[src/rtl/config_chain_loader_pkg.sv]
// ---------------------------------------------------------------------------
// config_loader_pkg
//   Shared types and helpers for the CGRA configuration chain loader.
//   - cfg_ld_state_e : loader FSM state encoding
//   - cnt_width()    : width of a counter that must hold 0..n inclusive
//   - word_count()   : number of WORD_W-bit words needed to fill the chain
// ---------------------------------------------------------------------------
package config_loader_pkg;

  typedef enum logic [2:0] {
    ST_IDLE      = 3'd0,
    ST_CLEAR     = 3'd1,
    ST_WAIT_WORD = 3'd2,
    ST_SHIFT     = 3'd3,
    ST_DONE      = 3'd4
  } cfg_ld_state_e;

  localparam int DEF_WORD_W     = 32;
  localparam int DEF_CHAIN_LEN  = 256;
  localparam int DEF_CLR_CYCLES = 2;

  // Counter width able to represent every value 0..n (never less than 1).
  function automatic int cnt_width(input int n);
    return (n < 1) ? 1 : $clog2(n + 1);
  endfunction

  // ceil(chain_len / word_w): words the host must supply for one full load.
  function automatic int word_count(input int chain_len, input int word_w);
    return (chain_len + word_w - 1) / word_w;
  endfunction

endpackage

[src/rtl/config_chain_loader_piso.sv]
// ---------------------------------------------------------------------------
// cfg_piso
//   WORD_W-bit parallel-load, shift-right register. Bit 0 is presented on q0,
//   so a loaded word leaves LSB first. Zeros fill in from the top.
// Ports
//   Config_Clock    in  1       clock
//   Config_Reset_n  in  1       synchronous active-low reset (register -> 0)
//   load            in  1       capture d (wins over shift)
//   shift           in  1       shift right by one
//   d               in  WORD_W  parallel data
//   q0              out 1       current LSB
// ---------------------------------------------------------------------------
module cfg_piso #(
  parameter int WORD_W = 32
) (
  input  logic              Config_Clock,
  input  logic              Config_Reset_n,
  input  logic              load,
  input  logic              shift,
  input  logic [WORD_W-1:0] d,
  output logic              q0
);

  logic [WORD_W-1:0] sr_reg;
  logic [WORD_W-1:0] sr_next;
  // One extra zero bit above the register so every stage reads a legal index.
  logic [WORD_W:0]   sr_ext;

  assign sr_ext = {1'b0, sr_reg};

  for (genvar gi = 0; gi < WORD_W; gi++) begin : g_bit
    assign sr_next[gi] = load  ? d[gi]
                       : shift ? sr_ext[gi+1]
                       :         sr_reg[gi];
  end

  always_ff @(posedge Config_Clock) begin
    if (!Config_Reset_n) begin
      sr_reg <= '0;
    end else begin
      sr_reg <= sr_next;
    end
  end

  assign q0 = sr_reg[0];

endmodule

[src/rtl/config_chain_loader.sv]
// ---------------------------------------------------------------------------
// config_chain_loader
//   Feeds the CGRA configuration scan chain. After start it pulses the chain
//   clear for CLR_CYCLES cycles, then takes configuration words over a
//   valid/ready stream and serialises them LSB first into the chain head,
//   one bit per cycle, with a shift enable that drives the chain's ICG.
//   done rises once exactly CHAIN_LEN bits have been shifted.
// Ports
//   Config_Clock    in   1       single clock, rising edge
//   Config_Reset_n  in   1       synchronous active-low reset
//   start           in   1       begin a load (honoured in IDLE/DONE only)
//   abort           in   1       stop the load, return to IDLE (top priority)
//   word_data       in   WORD_W  configuration word
//   word_valid      in   1       word_data valid
//   word_ready      out  1       word accepted this cycle when valid
//   cfg_bit         out  1       serial data to chain head ConfigIn
//   cfg_shift_en    out  1       chain advances on next clock edge
//   cfg_chain_clr   out  1       active-high chain clear
//   busy            out  1       CLEAR, WAIT_WORD or SHIFT
//   done            out  1       chain fully loaded
//   bits_loaded     out  CNT_W   bits shifted since last start
// ---------------------------------------------------------------------------
module config_chain_loader
  import config_loader_pkg::*;
#(
  parameter  int WORD_W     = DEF_WORD_W,
  parameter  int CHAIN_LEN  = DEF_CHAIN_LEN,
  parameter  int CLR_CYCLES = DEF_CLR_CYCLES,
  localparam int CNT_W      = cnt_width(CHAIN_LEN)
) (
  input  logic              Config_Clock,
  input  logic              Config_Reset_n,
  input  logic              start,
  input  logic              abort,
  input  logic [WORD_W-1:0] word_data,
  input  logic              word_valid,
  output logic              word_ready,
  output logic              cfg_bit,
  output logic              cfg_shift_en,
  output logic              cfg_chain_clr,
  output logic              busy,
  output logic              done,
  output logic [CNT_W-1:0]  bits_loaded
);

  localparam int CLR_W = cnt_width(CLR_CYCLES);
  localparam int BIT_W = cnt_width(WORD_W);

  cfg_ld_state_e    state_reg;
  cfg_ld_state_e    state_next;
  logic [CNT_W-1:0] bits_loaded_reg;
  logic [CLR_W-1:0] clr_cnt_reg;
  logic [BIT_W-1:0] bit_idx_reg;

  logic clr_last;
  logic word_last_bit;
  logic chain_last_bit;
  logic word_accept;
  logic piso_q0;

  assign clr_last       = (clr_cnt_reg == CLR_W'(CLR_CYCLES - 1));
  assign word_last_bit  = (bit_idx_reg == BIT_W'(WORD_W - 1));
  // The bit being shifted this cycle is the final chain bit.
  assign chain_last_bit = (bits_loaded_reg == CNT_W'(CHAIN_LEN - 1));
  // The handshake completes whenever ready and valid meet, even if abort is
  // also high: the source saw ready, so the word counts as consumed and is
  // simply dropped along with the rest of the load.
  assign word_accept    = (state_reg == ST_WAIT_WORD) && word_valid;

  // -------------------------------------------------------------------------
  // State register
  // -------------------------------------------------------------------------
  always_ff @(posedge Config_Clock) begin
    if (!Config_Reset_n) begin
      state_reg <= ST_IDLE;
    end else begin
      state_reg <= state_next;
    end
  end

  // -------------------------------------------------------------------------
  // Next-state logic. abort overrides every other transition.
  // -------------------------------------------------------------------------
  always_comb begin
    state_next = state_reg;
    if (abort) begin
      state_next = ST_IDLE;
    end else begin
      case (state_reg)
        ST_IDLE, ST_DONE: begin
          if (start) state_next = ST_CLEAR;
        end
        ST_CLEAR: begin
          if (clr_last) state_next = ST_WAIT_WORD;
        end
        ST_WAIT_WORD: begin
          if (word_valid) state_next = ST_SHIFT;
        end
        ST_SHIFT: begin
          // Hitting CHAIN_LEN mid-word discards the rest of the word.
          if (chain_last_bit)     state_next = ST_DONE;
          else if (word_last_bit) state_next = ST_WAIT_WORD;
        end
        default: state_next = ST_IDLE;
      endcase
    end
  end

  // -------------------------------------------------------------------------
  // Output decode (Moore: every output follows the registered state)
  // -------------------------------------------------------------------------
  always_comb begin
    word_ready    = 1'b0;
    cfg_shift_en  = 1'b0;
    cfg_chain_clr = 1'b0;
    busy          = 1'b0;
    done          = 1'b0;
    case (state_reg)
      ST_CLEAR: begin
        cfg_chain_clr = 1'b1;
        busy          = 1'b1;
      end
      ST_WAIT_WORD: begin
        word_ready = 1'b1;
        busy       = 1'b1;
      end
      ST_SHIFT: begin
        cfg_shift_en = 1'b1;
        busy         = 1'b1;
      end
      ST_DONE: begin
        done = 1'b1;
      end
      default: ;
    endcase
  end

  // Keep the chain input quiet whenever it is not being clocked.
  assign cfg_bit     = cfg_shift_en & piso_q0;
  assign bits_loaded = bits_loaded_reg;

  // -------------------------------------------------------------------------
  // Counters. Frozen while abort is high so bits_loaded stays readable for
  // debug after an aborted load.
  // -------------------------------------------------------------------------
  always_ff @(posedge Config_Clock) begin
    if (!Config_Reset_n) begin
      bits_loaded_reg <= '0;
      clr_cnt_reg     <= '0;
      bit_idx_reg     <= '0;
    end else if (!abort) begin
      case (state_reg)
        ST_IDLE, ST_DONE: begin
          if (start) begin
            bits_loaded_reg <= '0;
            clr_cnt_reg     <= '0;
          end
        end
        ST_CLEAR: begin
          clr_cnt_reg <= clr_cnt_reg + CLR_W'(1);
        end
        ST_WAIT_WORD: begin
          if (word_valid) bit_idx_reg <= '0;
        end
        ST_SHIFT: begin
          // Saturate rather than wrap, even though the FSM leaves SHIFT first.
          if (bits_loaded_reg != CNT_W'(CHAIN_LEN)) begin
            bits_loaded_reg <= bits_loaded_reg + CNT_W'(1);
          end
          bit_idx_reg <= bit_idx_reg + BIT_W'(1);
        end
        default: ;
      endcase
    end
  end

  // -------------------------------------------------------------------------
  // Word serialiser
  // -------------------------------------------------------------------------
  cfg_piso #(
    .WORD_W (WORD_W)
  ) u_piso (
    .Config_Clock   (Config_Clock),
    .Config_Reset_n (Config_Reset_n),
    .load           (word_accept),
    .shift          (cfg_shift_en),
    .d              (word_data),
    .q0             (piso_q0)
  );

endmodule

[config.mk]
export PLATFORM = sky130hd
export DESIGN_NAME = config_chain_loader
export DESIGN_NICKNAME = d
export VERILOG_FILES = /design/src/rtl/config_chain_loader_pkg.sv /design/src/rtl/config_chain_loader_piso.sv /design/src/rtl/config_chain_loader.sv
export SDC_FILE = /design/constraint.sdc
export NUM_CORES = 1
export LEC_CHECK = 0
export CORE_MARGIN = 2
export CORE_UTILIZATION = 56
export CTS_CLUSTER_DIAMETER = 40
export DETAILED_ROUTE_END_ITERATION = 10
export DONT_BUFFER_PORTS = 1
export GPL_TIMING_DRIVEN = 0
export PLACE_DENSITY = 0.71
export REMOVE_ABC_BUFFERS = 1
export SYNTH_ARGS = -nofsm -noshare
export SYNTH_HDL_FRONTEND = slang
export SYNTH_SLANG_ARGS = --single-unit
[constraint.sdc]
create_clock -name Config_Clock -period 1.7 [get_ports Config_Clock]
set_clock_uncertainty 0.1 [all_clocks]
set_input_delay 0.17 -clock Config_Clock [delete_from_list [all_inputs] [get_ports Config_Clock]]
set_output_delay 0.17 -clock Config_Clock [all_outputs]
set_load 0.01 [all_outputs]
**Yosys cells after proc, flatten, opt, wreduce, memory -nomap -nowiden**

Index checks and enable logic that the tools add are counted.

- Input port bits: 37
- Bits in registers: 52
- Word-level logic and storage cells: 119

- Eq/ne operators: 13
- Reduce and logical (&&, ||, !) cells: 13
- Add/sub/neg operators: 3
- Multiplexer cells: 82
- Bitwise logic cells: 3

Operators by type and width:

| operator | number |
|---|---|
| 1-bit 2-to-1 mux | 69 |
| 9-bit 2-to-1 mux | 2 |
| 9-bit case mux with 2 select lines | 1 |
| 3-bit 2-to-1 mux | 5 |
| 3-bit case mux with 4 select lines | 1 |
| 6-bit case mux with 2 select lines | 1 |
| 9-bit by 1-bit adder with 9-bit output, second input constant | 1 |
| 9-bit by 8-bit == test with 1-bit output, second input constant | 1 |
| 9-bit inequality test, second input constant | 1 |
| 2-bit inequality test, second input constant | 4 |
| 4-bit AND reduction | 2 |
| 2-bit nonzero test | 4 |
| 6-bit by 1-bit adder with 6-bit output, second input constant | 1 |
| 3-bit by 2-bit == test with 1-bit output, second input constant | 2 |
| 6-bit by 5-bit == test with 1-bit output, second input constant | 1 |
| 6-bit 2-to-1 mux | 1 |
| 3-bit AND reduction | 2 |
| 2-bit case mux with 2 select lines | 1 |
| 2-bit OR reduction | 2 |
| 3-bit by 1-bit == test with 1-bit output, second input constant | 1 |
| 3-bit == test, second input constant | 1 |
| 3-bit logical NOT | 1 |
| 3-bit inequality test, second input constant | 1 |
| 3-bit OR reduction | 1 |
| 6 further kinds | 7 |

**Depth between registers and ports, before layout**

Gate-level depths: netlist of run 1.

- Depth in word-level cells: 4
- Gate-level depth with buffers: 8
- Depth with buffers taken out: 8

**Hierarchy**

Synthesis of run 1 repeated with hierarchy kept, for this count alone.

- Cell total of the unflattened synthesis: 279
- Area total of the unflattened synthesis: 2,929.1 um^2

Modules (own cells, without submodules):

| module | area each (um^2) | times used | cells an instance | seq. area each (um^2) |
|---|---|---|---|---|
| cfg_piso | 1,749.2 | 1 | 141 | 640.6 |
| config_chain_loader | 1,179.9 | 1 | 138 | 400.4 |

**Worst setup path after synthesis of run 1**

No wires, ideal clock.

- Kind: reg-to-reg
- Start point: register bits_loaded_reg[0] (netlist: bits_loaded[0])
- End point: register state_reg[1]
- Clock period less this slack: 1,698 ps
- Path slack: 2 ps
- Path buffers: 0
- Arrival time: 1,478 ps
- Stages on the path, launching flop included: 9
- Setup time: 120 ps
- Path through: dfxtp_1 ha_1 and3_1 nand3_1 nor2_1 ha_1 nand2_1 a22oi_1 nor3_1

- Longest elaborated chain between the ends: 3
- Elaborated cells on any way between the ends: 5

Ends and longest elaborated chain:

| item | RTL line | text |
|---|---|---|
| from (decl) | config_chain_loader.sv:51 | `logic [CNT_W-1:0] bits_loaded_reg;` |
| from (signal assigned) | config_chain_loader.sv:168 | `bits_loaded_reg <= bits_loaded_reg + CNT_W'(1);` |
| 9-bit by 8-bit == test with 1-bit output * | config_chain_loader.sv:64 | `assign chain_last_bit = (bits_loaded_reg == CNT_W'(CHAIN_LEN - 1));` |
| 3-bit inequality test (no source line) / 3-bit 2-to-1 mux (equally long branches) | -- |  |
| 4-bit AND reduction (no source line) / 3-bit case mux with 4 select lines (equally long branches) | -- |  |
| to (signal assigned) | config_chain_loader.sv:77 | `state_reg <= state_next;` |
| to (decl) | config_chain_loader.sv:49 | `cfg_ld_state_e state_reg;` |

Mark *: on every way between the ends. The rest lies on a longest branch, timed or not.
A chain may end at the register's enable or synchronous reset.

**Worst setup path in the final report of run 1**

- Start point: register state_reg[0]
- End point: register bits_loaded_reg[6] (netlist: bits_loaded[6])

- Longest elaborated chain between the ends: 4
- Elaborated cells on any way between the ends: 9

Ends and longest elaborated chain:

| item | RTL line | text |
|---|---|---|
| 3-bit == test / 3-bit logical NOT (equally long branches) | config_chain_loader.sv:152 | `case (state_reg)` |
| 2-bit OR reduction | config_chain_loader.sv:152 |  |
| 2-bit inequality test (no source line) / 2-bit nonzero test (equally long branches) | -- |  |
| 4-bit AND reduction (no source line) | -- |  |

Parallel ways exist; a longest one is shown, timed or not.

==> results_dict.tcl, run 1 <==
set metrics [dict create \
    h-tree-depth 2 \
    antenna_found_initial 0 \
    rows 23 \
    min-delay-path-class "in -> reg" \
    synth_ff_type "dfxtp_1" \
    start_util_pct 57.72 \
    ys_seq_area_share_pct 45.41 \
    grt_pass1_vias 1879 \
    drive_gt1_share_pct 12.50 \
    ys_async_sr_fraction_pct 0 \
    rsz0062_at_grt "yes" \
    r2r-start "state_reg[0]$_SDFFE_PP0P_" \
    hold_viol 0 \
    reg2reg_depth 4 \
    critPathBufInv 0 \
    die-height_microns 67.98 \
    p_int_mw 1.766 \
    syn_area_per_cell_sq_um 8.989 \
    portBuffers 0 \
    grtUsageTotal_pct 24.58 \
    cellPowerDensity_mw_per_mm2 764.4 \
    viasPerCell 6.408 \
    crit_arrival_ns 1.75 \
    r2r_end "bits_loaded[6]$_SDFFE_PN0P_" \
    drt_iter0_drc 267 \
    worstHoldStart "abort" \
    numCtsBuffers 5 \
    worst_slack_ns 0.03914 \
    max_stage_delay_ns 0.58 \
    synthDistinctLibCells 43 \
    yosysWarnings 0 \
    hold_end "bit_idx_reg[0]$_SDFFE_PN0P_" \
    status "completed" \
    core-area_sq_mm 0.003971 \
    whs_path_depth 3 \
    insertion_delay_ns 0.30 \
    fin_util_pct 73.69 \
    min_period_ns 1.661 \
    nets 329 \
    gr-total-overflow 0 \
    cts.sinks 52 \
    clk_pin_slew_ns 0.09 \
    drt-pass1-iter-count 8 \
    period_share_pct 97.70 \
    clock_power_share_pct 40.0 \
    synth_top_cell_by_area "dfxtp_1" \
    postRouteAntennaNets 0 \
    start_kind "register" \
    place_ws_ns -0.7535 \
    synth_seq_cells 52 \
    slew_viol_final 0 \
    synthCells 255 \
    worstPathCellList "or4b_1 -> and3_4 -> o21ai_1 -> o31ai_1" \
    power_leakage_nw 1.034 \
    cts_root_buf "clkbuf_8" \
    synth_edf_count 0 \
    drc 0 \
    required_ns 1.79 \
    n_antenna_cell 0 \
    ir_drop_mv 0.6078 \
    grt_max_degree 36 \
    path_class "reg -> reg" \
    synth_top_area_share_pct 45.41 \
    combPwrFrac_pct 5.5 \
    largest_reg_flops 32 \
    fp.dieW_microns 67.98 \
    syn_area_sq_mm 0.002292 \
    worst_pin_slew_ns 0.9270 \
    p_sw_mw 0.4712 \
    slew_headroom_pct 37.82 \
    die-area_sq_mm 0.004621 \
    seqPwrFrac_pct 54.6 \
    wl_mm 5.895 \
    drv_cap 0 \
    avgRoutedWirePerCell_microns 17.44 \
    cp_top_family "simple AND/OR/NAND/NOR gates" \
    r2r_slack_ns 0.04 \
    setup_viol 0 \
    place.gp.congestion 0.7692 \
    synthToLayoutAreaGrowth_pct 27.67 \
    critPathSlowestCell "or4b_1" \
    vias 2166 \
    switching_share_pct 21.06 \
    cp-end-kind "register" \
    synth_area_leaders "dfxtp_1 45%, a222oi_1 13%, nor2_1 8.4%" \
    critPathMaxFanout 14 \
    num_io_pins 52 \
    grt_pass1_wl_mm 8.742 \
    cts_tree "yes" \
    clock.fmax_mhz 602.1 \
    hpwl_mm 3.181 \
    cts_buffer_depth 2 \
]
-- area by class of cell --
type / count / area, sq um
Clock inverter: 2 / 38.79
Inverter: 9 / 46.29
Tap cell: 50 / 62.56
Timing Repair Buffer: 38 / 372.9
Sequential cell: 52 / 1061
Fill cell: 297 / 1045
Timing Repair inverter: 1 / 8.758
Multi-Input combinational cell: 180 / 1254
Clock buffer: 6 / 82.58
-- cells in the final DEF (no fill, tap or decap), drive strengths merged, types with 4 or more instances in the layout --
cell         count
a31oi            4
clkbuf           6
xnor2            5
nand3            5
and3             4
nor3             4
dlygate4sd3     35
and2             4
nand2           10
a21oi           12
dfxtp           52
ha               5
or2              4
inv              8
o21ai            9
a222oi          29
nor2            52
-- worst max-delay path by stage --
stage,startpoint,to,slack [ns],cells past startpoint
finish,state_reg[0]$_SDFFE_PP0P_,bits_loaded[6]$_SDFFE_PN0P_,0.04,4
global route,bits_loaded[0]$_SDFFE_PN0P_,state_reg[1]$_SDFFE_PP0P_,-0.06,8
CTS,bits_loaded[0]$_SDFFE_PN0P_,state_reg[1]$_SDFFE_PP0P_,0.008,8
detailed placement,state_reg[1]$_SDFFE_PP0P_,u_piso.sr_reg[23]$_SDFFE_PN0P_,-0.75,4
global placement,state_reg[1]$_SDFFE_PP0P_,u_piso.sr_reg[23]$_SDFFE_PN0P_,-0.69,4
floorplan,state_reg[1]$_SDFFE_PP0P_,u_piso.sr_reg[10]$_SDFFE_PN0P_,-0.27,4
-- kinds of logic (layout without fill, tap and decap cells) --
logic type / count (synthesis) / in the layout / share of synthesized area [%]
xor+xnor: 5 / 5 / 1.910
mux: 1 / 1 / 0.4367
buf+inv: 26 / 56 / 4.913
compound gates: 65 / 65 / 22.16
fa+ha+maj: 5 / 5 / 2.729
simple gates: 101 / 104 / 22.44
flops: 52 / 52 / 45.41
-- timing repair --
| action | 4_1_cts | 5_1_grt |
|---|---|---|
| endpoints found under the setup margin | 53 | 29 |
| gates resized for setup | 28 | 9 |
| cloned | 1 | 3 |
| pin swaps | 3 | 5 |
| hold buffers | 35 | 0 |
| buffers inserted | 0 | 3 |
| hold endpoints to repair | 38 | 0 |
-- worst register-to-register path: stages, from the launching register on --
cell     delay, ns
dfxtp_4       0.41
or4b_1        0.59
and3_4        0.23
o21ai_1       0.14
o31ai_1       0.09
-- stage by stage --
| step | setup TNS [ns] | power (mW) | hold slack [ns] | area [sq um] | std cells |
|---|---|---|---|---|---|
| after floorplan | -8.265 | 1.293 | 0.2060 | 2213 | 238 |
| final | 0 | 2.237 | 0.01537 | 2927 | 338 |
| after global placement | -22.64 | 1.304 | 0.2117 | 2276 | 288 |
| after global routing | -0.08882 | 2.308 | 0.02184 | 2927 | 338 |
| after detailed placement | -23.82 | 1.304 | 0.2250 | 2276 | 288 |
| after CTS | 0 | 2.241 | 0.01598 | 2834 | 332 |
-- cells in the mapped netlist (2+ instances only) --
| library cell | number |
|---|---|
| inv_1 | 7 |
| nor3b_1 | 2 |
| ha_1 | 5 |
| nor4b_1 | 3 |
| nand4b_1 | 3 |
| xnor2_1 | 5 |
| clkbuf_1 | 5 |
| a222oi_1 | 29 |
| nand3_1 | 5 |
| o221ai_1 | 2 |
| a31oi_1 | 4 |
| o21bai_1 | 2 |
| and3_1 | 4 |
| buf_2 | 12 |
| nor3_1 | 4 |
| nor2_1 | 51 |
| or2_1 | 2 |
| nand4_1 | 3 |
| and2_1 | 3 |
| a22oi_1 | 2 |
| o21ai_0 | 4 |
| nand2_1 | 10 |
| dfxtp_1 | 52 |
| o21ai_1 | 5 |
| or4b_1 | 2 |
| a21oi_1 | 12 |
-- power groups by stage --
stage	clock network, mW	registers [mW]	logic, mW
finish	0.894	1.22	0.122
global route	0.954	1.22	0.132
CTS	0.901	1.22	0.118
detailed placement	0	1.25	0.0496
global placement	0	1.25	0.0496
floorplan	0	1.25	0.0392
-- per-layer routing --
metal | GRT usage, % | vias to the layer above | share of wire, %
met3 | 6.086 | 2 | 6.6
met2 | 40.90 | 90 | 50
li1 | - | 1034 | -
met4 | 5.750 | 0 | 0.36
met1 | 32.07 | 1040 | 42
met5 | 0 | - | 0
Power figures use the tool's default switching activity.
==> run 2, diff against run 1 <==
Settings changed: CORE_UTILIZATION 56 to 62, PLACE_DENSITY 0.71 to 0.75.
Clock period 1.7 ns to 1.8 ns, I/O delays scaled along.
==> results_dict.tcl, run 2 (synthesis gave the netlist of run 1 again) <==
set metrics [dict create \
    status "completed" \
    cts.sinks 52 \
    largest_reg_flops 32 \
    setup_viol 0 \
    place_ws_ns -0.6424 \
    power_leakage_nw 0.9977 \
    path_class "reg -> reg" \
    ir_drop_mv 0.6672 \
    postRouteAntennaNets 0 \
    critPathMaxFanout 6 \
    grt_pass1_vias 1895 \
    die-height_microns 64.81 \
    core-area_sq_mm 0.003606 \
    worstPathCellList "and3_4 -> nand3_1 -> nor2_1 -> ha_2 -> nand2_1 -> a22oi_1 -> nor3_1" \
    clock.fmax_mhz 581.2 \
    worst_pin_slew_ns 0.9620 \
    drive_gt1_share_pct 9.474 \
    grt_max_degree 36 \
    worst_slack_ns 0.07948 \
    drv_cap 0 \
    nFillCells 258 \
    drt-pass1-iter-count 5 \
    cp-end-kind "register" \
    synthToLayoutAreaGrowth_pct 22.76 \
    tns_ns 0 \
    fin_util_pct 78.04 \
    final_cell_mix "51 x nor2_1, 47 x dfxtp_1, 34 x dlygate4sd3_1, 29 x a222oi_1, 12 x a21oi_1" \
    num_io_pins 52 \
    gr-total-overflow 0 \
    multi_input_area_sq_mm 0.001202 \
    avgRoutedWirePerCell_microns 17.45 \
    place.gp.congestion 0.7526 \
    switching_share_pct 21.86 \
    p_sw_mw 0.4268 \
    nets 326 \
    cts_buffer_depth 2 \
    drt_iter0_drc 251 \
    critPathBufInv 0 \
    grtUsageTotal_pct 27.10 \
    min_period_ns 1.721 \
    portBuffers 0 \
    fp.dieW_microns 64.81 \
    cellPowerDensity_mw_per_mm2 694.0 \
    crit_arrival_ns 1.82 \
    start_util_pct 63.57 \
    grt_pass1_wl_mm 8.928 \
    register_area_sq_mm 0.001057 \
    wl_mm 5.812 \
    cts_root_buf "clkbuf_8" \
    slew_viol_final 0 \
    drc 0 \
    layout_commonest_cell "nor2_1" \
    clk_pin_slew_ns 0.09 \
    max_stage_delay_ns 0.51 \
    antenna_found_initial 0 \
    required_ns 1.90 \
    die-area_sq_mm 0.004200 \
    n_antenna_cell 0 \
    seqPwrFrac_pct 59.1 \
    p_int_mw 1.526 \
    viasPerCell 6.514 \
    min-delay-path-class "in -> reg" \
    insertion_delay_ns 0.31 \
    clock_power_share_pct 35.1 \
    slew_headroom_pct 35.47 \
    vias 2169 \
    start_kind "register" \
    rows 22 \
    hpwl_mm 3.050 \
    period_share_pct 95.58 \
    hold_viol 0 \
    combPwrFrac_pct 5.8 \
    cp_top_family "simple AND/OR/NAND/NOR gates" \
    h-tree-depth 2 \
    critPathSlowestCell "dfxtp_1" \
    cts_tree "yes" \
    numCtsBuffers 5 \
]
run 2: cell types whose count changed in the layout (fill, tap and decap cells not counted), sizes merged:
cell         delta
clkbuf          +2
or2             -1
clkinv          -2
bufinv          -1
dlygate4sd3     -1
run 2: metrics by stage:
stage	std cells	hold WS, ns	power, mW	area (sq um)
2_1_floorplan	238	0.2160	1.221	2213
3_3_place_gp	286	0.2265	1.232	2273
3_5_place_dp	286	0.2271	1.232	2273
4_1_cts	328	0.005942	1.956	2738
5_1_grt	333	0.02483	2.011	2814
6_report	333	0.006644	1.953	2814
run 2: cell type report:
class / count / area share (%)
multi-input cells: 179 / 42.73
well taps: 48 / 2.134
clock buffers: 8 / 3.201
flip-flops and latches: 52 / 37.57
inverters: 9 / 1.467
repair buffers: 37 / 12.89
run 2: layer usage:
| layer | GRT usage (%) | vias to the layer above | share of wire, % |
|---|---|---|---|
| met5 | 0 | - | 0 |
| met3 | 7.465 | 9 | 7.9 |
| met4 | 9.043 | 0 | 1.2 |
| met1 | 35.13 | 1032 | 43 |
| li1 | - | 1029 | - |
| met2 | 43.56 | 99 | 48 |
run 2: power groups by stage:
stage	Clock, mW	Sequential, mW	Combinational [mW]
after floorplan	0	1.18	0.0370
after global placement	0	1.18	0.0474
after detailed placement	0	1.18	0.0471
after global routing	0.733	1.16	0.123
after CTS	0.691	1.16	0.109
final	0.685	1.15	0.114
run 2: what timing repair did:
item / in CTS / in global routing
hold buffers: 34 / 0
setup endpoints to repair: 37 / 39
hold endpoints to repair: 38 / 0
pin swaps: 0 / 4
buffers inserted: 0 / 3
gates resized for setup: 14 / 12
cloned: 0 / 2
run 2: worst paths after layout:
check                                 from                            end  slack, ns  cells past startpoint
max            bits_loaded[2]$_SDFFE_PN0P_      state_reg[1]$_SDFFE_PP0P_       0.08                      7
min                                  abort      state_reg[2]$_SDFFE_PP0P_      0.007                      2
max reg2reg    bits_loaded[2]$_SDFFE_PN0P_      state_reg[1]$_SDFFE_PP0P_       0.08                      7
min reg2reg  u_piso.sr_reg[1]$_SDFFE_PN0P_  u_piso.sr_reg[0]$_SDFFE_PN0P_       0.37                      2
